==> config.mk <==
export PLATFORM = sky130hd
export DESIGN_NAME = hazard_ctrl_flat
export DESIGN_NICKNAME = d
export VERILOG_FILES = /design/src/rtl/hazard_ctrl_if.sv /design/src/rtl/hazard_ctrl.sv /design/src/flat_wrapper.sv
export SDC_FILE = /design/constraint.sdc
export NUM_CORES = 1
export LEC_CHECK = 0
export BUFFER_PORTS_ARGS = -buffer_cell sky130_fd_sc_hd__buf_2
export CORE_UTILIZATION = 53
export DETAILED_ROUTE_END_ITERATION = 8
export MAX_ROUTING_LAYER = met4
export PLACE_DENSITY = 0.79
export SLEW_MARGIN = 15
export SYNTH_ARGS = -nofsm -noshare
export SYNTH_HDL_FRONTEND = slang
export SYNTH_SLANG_ARGS = --single-unit
==> constraint.sdc <==
create_clock -name clk -period 2.95 [get_ports clk]
set_input_delay 0.59 -clock clk [delete_from_list [all_inputs] [get_ports clk]]
set_output_delay 0.59 -clock clk [all_outputs]
set_load 0.01 [all_outputs]
==> src/rtl/hazard_ctrl_if.sv <==
// Hazard-control bundle between the 5-stage core (master) and the hazard sequencer (slave).
// The core drives hazard and status inputs; the sequencer returns the stage enables.
interface hazard_ctrl_if #(
  parameter int CNT_W = 16
);
  logic [4:0]       id_rs1;
  logic [4:0]       id_rs2;
  logic             id_use_rs1;
  logic             id_use_rs2;
  logic             ex_MemRead;
  logic [4:0]       ex_wr;
  logic             ex_br_taken;
  logic             mem_busy;
  logic             pc_write;
  logic             if_id_write;
  logic             if_id_flush;
  logic             id_ex_write;
  logic             id_ex_bubble;
  logic             ex_mem_write;
  logic             err;
  logic [1:0]       state;
  logic [CNT_W-1:0] stall_cnt;
  logic [CNT_W-1:0] flush_cnt;

  modport master (
    output id_rs1, id_rs2, id_use_rs1, id_use_rs2, ex_MemRead, ex_wr, ex_br_taken, mem_busy,
    input  pc_write, if_id_write, if_id_flush, id_ex_write, id_ex_bubble, ex_mem_write,
    input  err, state, stall_cnt, flush_cnt
  );

  modport slave (
    input  id_rs1, id_rs2, id_use_rs1, id_use_rs2, ex_MemRead, ex_wr, ex_br_taken, mem_busy,
    output pc_write, if_id_write, if_id_flush, id_ex_write, id_ex_bubble, ex_mem_write,
    output err, state, stall_cnt, flush_cnt
  );
endinterface

==> src/rtl/hazard_ctrl.sv <==
// Pipeline sequencer for the 5-stage RV32 core: load-use stalls, taken-branch squash,
// memory-busy freeze with timeout watchdog, and saturating stall/flush event counters.
module hazard_ctrl #(
  parameter int MEM_TIMEOUT = 255,
  parameter int TO_W        = 8,
  parameter int CNT_W       = 16
) (
  input  logic          clk,
  input  logic          rst_n,
  hazard_ctrl_if.slave  bus
);

  typedef enum logic [1:0] {
    RUN      = 2'b00,
    MEM_WAIT = 2'b01,
    ERROR    = 2'b10
  } state_t;

  state_t            st;
  logic [TO_W-1:0]   to_cnt;
  logic [TO_W-1:0]   to_next;
  logic [CNT_W-1:0]  stall_cnt;
  logic [CNT_W-1:0]  flush_cnt;
  logic              err;
  logic              luh;
  logic              busy_act;
  logic              br_act;
  logic              stall_act;

  function automatic logic [CNT_W-1:0] sat_inc(input logic [CNT_W-1:0] v);
    return (&v) ? v : v + 1'b1;
  endfunction

  always_comb begin
    luh = bus.ex_MemRead && (bus.ex_wr != 5'd0) &&
          ((bus.id_use_rs1 && (bus.id_rs1 == bus.ex_wr)) ||
           (bus.id_use_rs2 && (bus.id_rs2 == bus.ex_wr)));
    busy_act  = (st != ERROR) && bus.mem_busy;
    br_act    = (st != ERROR) && !bus.mem_busy && bus.ex_br_taken;
    stall_act = (st != ERROR) && !bus.mem_busy && !bus.ex_br_taken && luh;
    // First busy cycle seen from RUN counts as 1
    to_next   = (st == RUN) ? TO_W'(1) : to_cnt + 1'b1;
  end

  // Stage enables act in the same cycle as the inputs that cause them
  always_comb begin
    bus.pc_write     = 1'b1;
    bus.if_id_write  = 1'b1;
    bus.if_id_flush  = 1'b0;
    bus.id_ex_write  = 1'b1;
    bus.id_ex_bubble = 1'b0;
    bus.ex_mem_write = 1'b1;
    if (!rst_n) begin
      bus.pc_write     = 1'b0;
      bus.if_id_write  = 1'b0;
      bus.if_id_flush  = 1'b1;
      bus.id_ex_bubble = 1'b1;
    end else if (st == ERROR || busy_act) begin
      bus.pc_write     = 1'b0;
      bus.if_id_write  = 1'b0;
      bus.id_ex_write  = 1'b0;
      bus.ex_mem_write = 1'b0;
    end else if (br_act) begin
      bus.if_id_flush  = 1'b1;
      bus.id_ex_bubble = 1'b1;
    end else if (stall_act) begin
      bus.pc_write     = 1'b0;
      bus.if_id_write  = 1'b0;
      bus.id_ex_bubble = 1'b1;
    end
  end

  always_ff @(posedge clk) begin
    if (!rst_n) begin
      st        <= RUN;
      to_cnt    <= '0;
      err       <= 1'b0;
      stall_cnt <= '0;
      flush_cnt <= '0;
    end else begin
      case (st)
        RUN, MEM_WAIT: begin
          if (bus.mem_busy) begin
            to_cnt <= to_next;
            if (to_next == TO_W'(MEM_TIMEOUT)) begin
              st  <= ERROR;
              err <= 1'b1;
            end else begin
              st <= MEM_WAIT;
            end
          end else begin
            st     <= RUN;
            to_cnt <= '0;
          end
        end
        default: st <= ERROR;
      endcase
      if (br_act)    flush_cnt <= sat_inc(flush_cnt);
      if (stall_act) stall_cnt <= sat_inc(stall_cnt);
    end
  end

  assign bus.state     = st;
  assign bus.err       = err;
  assign bus.stall_cnt = stall_cnt;
  assign bus.flush_cnt = flush_cnt;

endmodule
==> src/flat_wrapper.sv <==
// flat-port wrapper written by rule: the top's interface ports become plain ports
module hazard_ctrl_flat 
#(
  parameter int MEM_TIMEOUT = 255,
  parameter int TO_W        = 8,
  parameter int CNT_W       = 16
)
  (clk, rst_n, bus_id_rs1, bus_id_rs2, bus_id_use_rs1, bus_id_use_rs2, bus_ex_MemRead, bus_ex_wr, bus_ex_br_taken, bus_mem_busy, bus_pc_write, bus_if_id_write, bus_if_id_flush, bus_id_ex_write, bus_id_ex_bubble, bus_ex_mem_write, bus_err, bus_state, bus_stall_cnt, bus_flush_cnt);
  hazard_ctrl_if #(.CNT_W(CNT_W)) bus_i ();
  input  logic clk;
  input  logic rst_n;
  input wire logic [$bits(bus_i.id_rs1)-1:0] bus_id_rs1;
  input wire logic [$bits(bus_i.id_rs2)-1:0] bus_id_rs2;
  input wire logic [$bits(bus_i.id_use_rs1)-1:0] bus_id_use_rs1;
  input wire logic [$bits(bus_i.id_use_rs2)-1:0] bus_id_use_rs2;
  input wire logic [$bits(bus_i.ex_MemRead)-1:0] bus_ex_MemRead;
  input wire logic [$bits(bus_i.ex_wr)-1:0] bus_ex_wr;
  input wire logic [$bits(bus_i.ex_br_taken)-1:0] bus_ex_br_taken;
  input wire logic [$bits(bus_i.mem_busy)-1:0] bus_mem_busy;
  output wire logic [$bits(bus_i.pc_write)-1:0] bus_pc_write;
  output wire logic [$bits(bus_i.if_id_write)-1:0] bus_if_id_write;
  output wire logic [$bits(bus_i.if_id_flush)-1:0] bus_if_id_flush;
  output wire logic [$bits(bus_i.id_ex_write)-1:0] bus_id_ex_write;
  output wire logic [$bits(bus_i.id_ex_bubble)-1:0] bus_id_ex_bubble;
  output wire logic [$bits(bus_i.ex_mem_write)-1:0] bus_ex_mem_write;
  output wire logic [$bits(bus_i.err)-1:0] bus_err;
  output wire logic [$bits(bus_i.state)-1:0] bus_state;
  output wire logic [$bits(bus_i.stall_cnt)-1:0] bus_stall_cnt;
  output wire logic [$bits(bus_i.flush_cnt)-1:0] bus_flush_cnt;
  assign bus_i.id_rs1 = bus_id_rs1;
  assign bus_i.id_rs2 = bus_id_rs2;
  assign bus_i.id_use_rs1 = bus_id_use_rs1;
  assign bus_i.id_use_rs2 = bus_id_use_rs2;
  assign bus_i.ex_MemRead = bus_ex_MemRead;
  assign bus_i.ex_wr = bus_ex_wr;
  assign bus_i.ex_br_taken = bus_ex_br_taken;
  assign bus_i.mem_busy = bus_mem_busy;
  assign bus_pc_write = bus_i.pc_write;
  assign bus_if_id_write = bus_i.if_id_write;
  assign bus_if_id_flush = bus_i.if_id_flush;
  assign bus_id_ex_write = bus_i.id_ex_write;
  assign bus_id_ex_bubble = bus_i.id_ex_bubble;
  assign bus_ex_mem_write = bus_i.ex_mem_write;
  assign bus_err = bus_i.err;
  assign bus_state = bus_i.state;
  assign bus_stall_cnt = bus_i.stall_cnt;
  assign bus_flush_cnt = bus_i.flush_cnt;
  hazard_ctrl #(.MEM_TIMEOUT(MEM_TIMEOUT), .TO_W(TO_W), .CNT_W(CNT_W)) u_core (.clk(clk), .rst_n(rst_n), .bus(bus_i));
endmodule
# Yosys cells after proc, flatten, opt, wreduce, memory -nomap -nowiden
# Cells that the tools add are included.
dict set report totals {
  reg_bits 43
  input_bits 22
  out_inout_bits 41
  elab_cells 57
}
dict set report op_classes {
  n_addsub 3
  n_eq_ne 6
  n_mux 18
  bitwise_logic 2
  reduce_logical 22
}
# operator count
set ops {}
lappend ops {{$add A16 B1 Y16 const B} 2}
lappend ops {{$reduce_and A16 Y1} 2}
lappend ops {{$mux W8} 2}
lappend ops {{$mux W1} 13}
lappend ops {{$eq A5 B5 Y1} 2}
lappend ops {{$logic_and A1 B1 Y1} 9}
lappend ops {{$add A8 B1 Y8 const B} 1}
lappend ops {{$eq A8 B8 Y1 const B} 1}
lappend ops {{$mux W2} 3}
lappend ops {{$reduce_and A3 Y1} 2}
lappend ops {{$reduce_bool A5 Y1} 1}
lappend ops {{$reduce_and A2 Y1} 2}
lappend ops {{$eq A2 B1 Y1 const B} 1}
lappend ops {{$eq A2 B2 Y1 const B} 1}
lappend ops {{$logic_not A1 Y1} 2}
lappend ops {{$logic_not A2 Y1} 1}
lappend ops {{$logic_or A1 B1 Y1} 2}
lappend ops {{$ne A2 B2 Y1 const B} 1}
lappend ops {{$not A1 Y1} 2}
lappend ops {{$reduce_or A2 Y1} 1}

# Depth between registers and ports, before layout
dict set report logic_depth {
  depth_word 9
  depth_mapped 7
  depth_no_buf 6
}

# Least setup slack after synthesis
# No wires, ideal clock.
dict set report synth_path {
  path_kind {input-to-output}
  startpoint {in bus_ex_wr[3]}
  endpoint {out bus_pc_write}
  arrival_time_ns 1.911
  required_ns 2.360
  slack_ns 0.449
  path_stages 7
  n_path_buf 2
  path_cell_list {xor2_1 > nor4_1 > a32oi_1 > clkbuf_1 > nand3b_1 > and3_1 > buf_4}
}
dict set report synth_via {
  elab_chain_cells 9
  word_cells_on_any_way 13
  cone_classes {2 x eq/ne; 4 x mux; 7 x reduce/logical}
}
# element line_no
set synth_rtl {}
lappend synth_rtl {{start, declared} flat_wrapper.sv:17} ;# input wire logic [$bits(bus_i.ex_wr)-1:0] bus_ex_wr;
lappend synth_rtl {{$eq A5 B5 Y1, on equally long branches} {hazard_ctrl.sv:36, hazard_ctrl.sv:37}}
lappend synth_rtl {{$logic_and A1 B1 Y1, on equally long branches} {hazard_ctrl.sv:36, hazard_ctrl.sv:37}}
lappend synth_rtl {{$logic_or A1 B1 Y1} hazard_ctrl.sv:36} ;# ((bus.id_use_rs1 && (bus.id_rs1 == bus.ex_wr)) ||
lappend synth_rtl {{$logic_and A1 B1 Y1 *} hazard_ctrl.sv:35} ;# luh = bus.ex_MemRead && (bus.ex_wr != 5'd0) &&
lappend synth_rtl {{$logic_and A1 B1 Y1 *} hazard_ctrl.sv:40} ;# stall_act = (st != ERROR) && !bus.mem_busy && !bus.ex_br_taken && luh;
lappend synth_rtl {{$mux W1 * (4 in series)} --}
lappend synth_rtl {{end, declared} flat_wrapper.sv:20} ;# output wire logic [$bits(bus_i.pc_write)-1:0] bus_pc_write;
# Every way passes the cells marked *; elsewhere a longest branch is shown, timed or not.

# Worst setup path after layout
dict set report layout_path {
  startpoint {reg u_core.st[1], in the netlist u_core.bus.state[1]}
  endpoint {out bus_if_id_write}
}
dict set report layout_via {
  elab_chain_cells 8
  word_cells_on_any_way 12
  cone_classes {2 x eq/ne; 4 x mux; 6 x reduce/logical}
}
# element line_no
set layout_rtl {}
lappend layout_rtl {{start, declared} hazard_ctrl.sv:19} ;# state_t st;
lappend layout_rtl {{start signal, assigned} hazard_ctrl.sv:75} ;# st <= RUN;
lappend layout_rtl {{start signal, assigned} hazard_ctrl.sv:86} ;# st <= ERROR;
lappend layout_rtl {{start signal, assigned} hazard_ctrl.sv:89} ;# st <= MEM_WAIT;
lappend layout_rtl {{$ne A2 B2 Y1} {hazard_ctrl.sv:38, hazard_ctrl.sv:39, hazard_ctrl.sv:40}}
lappend layout_rtl {{$logic_and A1 B1 Y1} {hazard_ctrl.sv:39, hazard_ctrl.sv:40}}
lappend layout_rtl {{$logic_and A1 B1 Y1 (2 in series)} hazard_ctrl.sv:40}
lappend layout_rtl {{$mux W1} hazard_ctrl.sv:66} ;# end else if (stall_act) begin
lappend layout_rtl {{$mux W1} hazard_ctrl.sv:63} ;# end else if (br_act) begin
lappend layout_rtl {{$mux W1 *} hazard_ctrl.sv:58} ;# end else if (st == ERROR || busy_act) begin
lappend layout_rtl {{$mux W1 *} hazard_ctrl.sv:53} ;# if (!rst_n) begin
lappend layout_rtl {{end, declared} flat_wrapper.sv:21} ;# output wire logic [$bits(bus_i.if_id_write)-1:0] bus_if_id_write;
# Marked as above.

==> impl_metrics.yaml <==
power_and_ir_drop:
  switching_share_pct: 25.5
  p_int_w: 0.000784
  clock_power_share_pct: 35.7
  power_leakage_nw: 1.07
  comb_power_share_pct: 8.4
  power_density_nw_per_um2: 368
  p_switching_w: 0.000268
  ir_drop_mv: 0.284
  p_seq_share_pct: 55.9
clock_tree:
  cts_resized: 0
  insertion_delay_ns: 0.30
  clock_sinks: 43
  htree_num_levels: 2
  cts_setup_buffers: 0
  clkTransAtPathRegs_ns: 0.09
  numCtsBuffers: 5
  cts_tree: "built"
  ctsHoldBuffers: 0
  root_buffer: "clkbuf_8"
  clockBufferDepth: 2
final_layout:
  utilization_pct: 64.7
  drive_gt1_share_pct: 21.2
  post_layout_nonfiller_instances: 411
  n_antenna_cell: 0
  syn_to_final_growth_pct: 16.5
  final_nets: 383
floorplan:
  pin_count: 63
  core-area_um2: 4410
  fp-row-count: 24
  dieArea_um2: 4910
  die_w_um: 70.0
  initial_utilization_pct: 55.6
  die_y_um: 70.0
critical_path:
  r2r_setup_slack_ns: 0.69
  critPathMaxStageDelay_ns: 0.48
  crit_family: "simple AND/OR/NAND/NOR gates"
  rr_startpoint: "u_core.bus.state[1]$_SDFF_PN0_"
  critPathLaunchType: "flip-flop"
  required_ns: 2.36
  crit_fanout: 17
  cpMaxStageDelayCell: "dfxtp_1"
  worstSetupPathType: "flip-flop to output pin"
  rr_worst_depth: 5
  critPathCaptureType: "output pin"
  r2r_end: "u_core.bus.stall_cnt[10]$_SDFFE_PN0P_"
  crit_chain: "nor2b_4, nor4b_4, nand3b_1, and3_1, buf_2"
  crit_buf_inv: 1
  cp.arrival_ns: 1.99
sta:
  rsz0062_at_grt: "false"
  fin_crit_sh_pct: 87.4
  slew_viol_final: 0
  setup_viol: 0
  tns_ns: 0
  slew_headroom_pct: 65.5
  tightest_slew_ns: 0.516
  hold_viol: 0
  min_period_ns: 2.58
  clock.fmax_ghz: 0.388
  skew_ns: 0.00644
synthesis:
  synth-edff-count: 0
  yosysMostFrequentCell: "dfxtp_1"
  synth.top_cell.area_share_pct: 35.1
  synthArstFlopShare_pct: 0
  yosysTopAreaCell: "dfxtp_1"
  synth_area_per_cell_um2: 8.10
  synth_ff_type: "dfxtp_1"
  synth_cell_types: 47
  synth_warnings: 0
  synth_area_um2: 2450
  syn_inst: 303
  yosysSeqAreaShare_pct: 35.1
  synth_seq_cells: 43
  syn-num-nets: 328
  synth.area.top_cells: "dfxtp_1 35%, a21oi_1 5.5%, nand2_1 5.0%"
  synthTopCellsByCount: "43 x dfxtp_1, 33 x nand2_1, 27 x a21oi_1"
routing:
  first_iter_violations: 152
  drt_pass1_iterations: 5
  drtAntennaViolNets: 0
  vias_per_cell: 6.07
  num_vias: 2495
  routed_wirelength_um: 5790
  wire_per_inst_um: 14.1
  route.detailed.drc: 0
hold_path:
  worstHoldStart: "u_core.bus.err$_SDFFE_PN0P_"
  hold-path-endpoint: "u_core.bus.err$_SDFFE_PN0P_"
  whs_path_depth: 2
  worst_hold_path_type: "flip-flop to flip-flop"
global_route:
  grt_pass1_vias: 2140
  met3_usage_pct: 4.33
  grt_pass1_wl_um: 9400
  grt_overflow: 0
  grt_max_degree: 31
  busiest_layer: "met2"
  use_met1_pct: 28.8
  antenna_found_initial: 0
  met2_usage_pct: 41.6
  track_usage_pct: 24.2
placement:
  dp.cells: 403
  io_buffers: 62
  place_congestion: 0.816
  post-dp-hpwl_um: 4190
run_status:
  status: "completed"
run:
  max_cap_viol_count: 0
[worst max path at each step]
stage | from | endpoint | slack, ns | depth (start not counted)
after CTS | u_core.bus.state[1]$_SDFF_PN0_ | bus_if_id_write | 0.35 | 5
after global placement | bus_ex_wr[3] | bus_if_id_write | 0.44 | 7
after floorplan | bus_ex_wr[3] | bus_pc_write | 0.45 | 7
after global routing | u_core.bus.state[1]$_SDFF_PN0_ | bus_if_id_write | 0.23 | 5
final | u_core.bus.state[1]$_SDFF_PN0_ | bus_if_id_write | 0.37 | 5
after detailed placement | bus_ex_wr[3] | bus_if_id_write | 0.43 | 7
[power by group through the flow]
stage / sequential (W) / combinational (W) / clock (W)
3_5_place_dp: 0.000602 / 0.0000887 / 0
5_1_grt: 0.000589 / 0.0000975 / 0.000402
4_1_cts: 0.000588 / 0.0000893 / 0.000380
2_1_floorplan: 0.000602 / 0.0000532 / 0
6_report: 0.000588 / 0.0000886 / 0.000375
3_3_place_gp: 0.000602 / 0.0000865 / 0
[layout make-up]
| type | instances | area, µm² |
|---|---|---|
| timing repair buffer | 64 | 325 |
| multi-input combinational | 242 | 1510 |
| clock buffer | 6 | 72.6 |
| sequential | 43 | 861 |
| fill | 426 | 1560 |
| clock inverter | 2 | 12.5 |
| tap | 52 | 65.1 |
| inverter | 2 | 7.51 |
[worst reg2reg max path, cell delays in order (launching register included)]
cell	delay, ns
dfxtp_1	0.48
nor2b_4	0.24
nor4b_4	0.40
nand3_2	0.37
or4_1	0.56
a21oi_1	0.15
[logic make-up (layout without fill, tap and decap cells)]
kind of cell             Yosys count  after routing  share of synthesized area (%)
AO/OA/AOI/OAI                     72             72                           18.3
XOR/XNOR                          18             18                           6.43
adder cells (fa/ha/maj)            3              3                           1.53
buffers and inverters             18             74                           3.21
flip-flops                        43             43                           35.1
multiplexers                       3              3                           1.22
AND/OR/NAND/NOR                  146            146                           34.2
[per-stage QoR]
step	hold WS (ns)	total power, W	area, µm²	setup WS (ns)
after global routing	0.523	0.00109	2860	0.226
after floorplan	0.478	0.000656	2450	0.449
after CTS	0.475	0.00106	2860	0.354
after detailed placement	0.460	0.000691	2770	0.433
final	0.480	0.00105	2860	0.372
after global placement	0.464	0.000688	2770	0.437
[layer usage]
layer	part of all wire (%)	routed length [µm]
met3	4.3	251
met1	45	2610
met5	0	0
met2	49	2810
met4	1.8	106
[cell usage in the layout, fill, tap and decap left out, drive strengths merged, types with 6 or more instances in the layout]
master	count
buf	64
o21ai	16
xor2	13
and3	7
nand4	12
nand2	33
nand3	19
or4	13
a21oi	27
o31ai	11
o211ai	7
dfxtp	43
nor3	6
nor2	19
clkbuf	6
or3	8
[flip-flops by register name, indices dropped and copies added (netlist names)]
name and cells:
u_core.bus.state 2, u_core.bus.stall_cnt 16, u_core.bus.err 1, u_core.to_cnt 8, u_core.bus.flush_cnt 16
(Power assumes the default switching activity.)
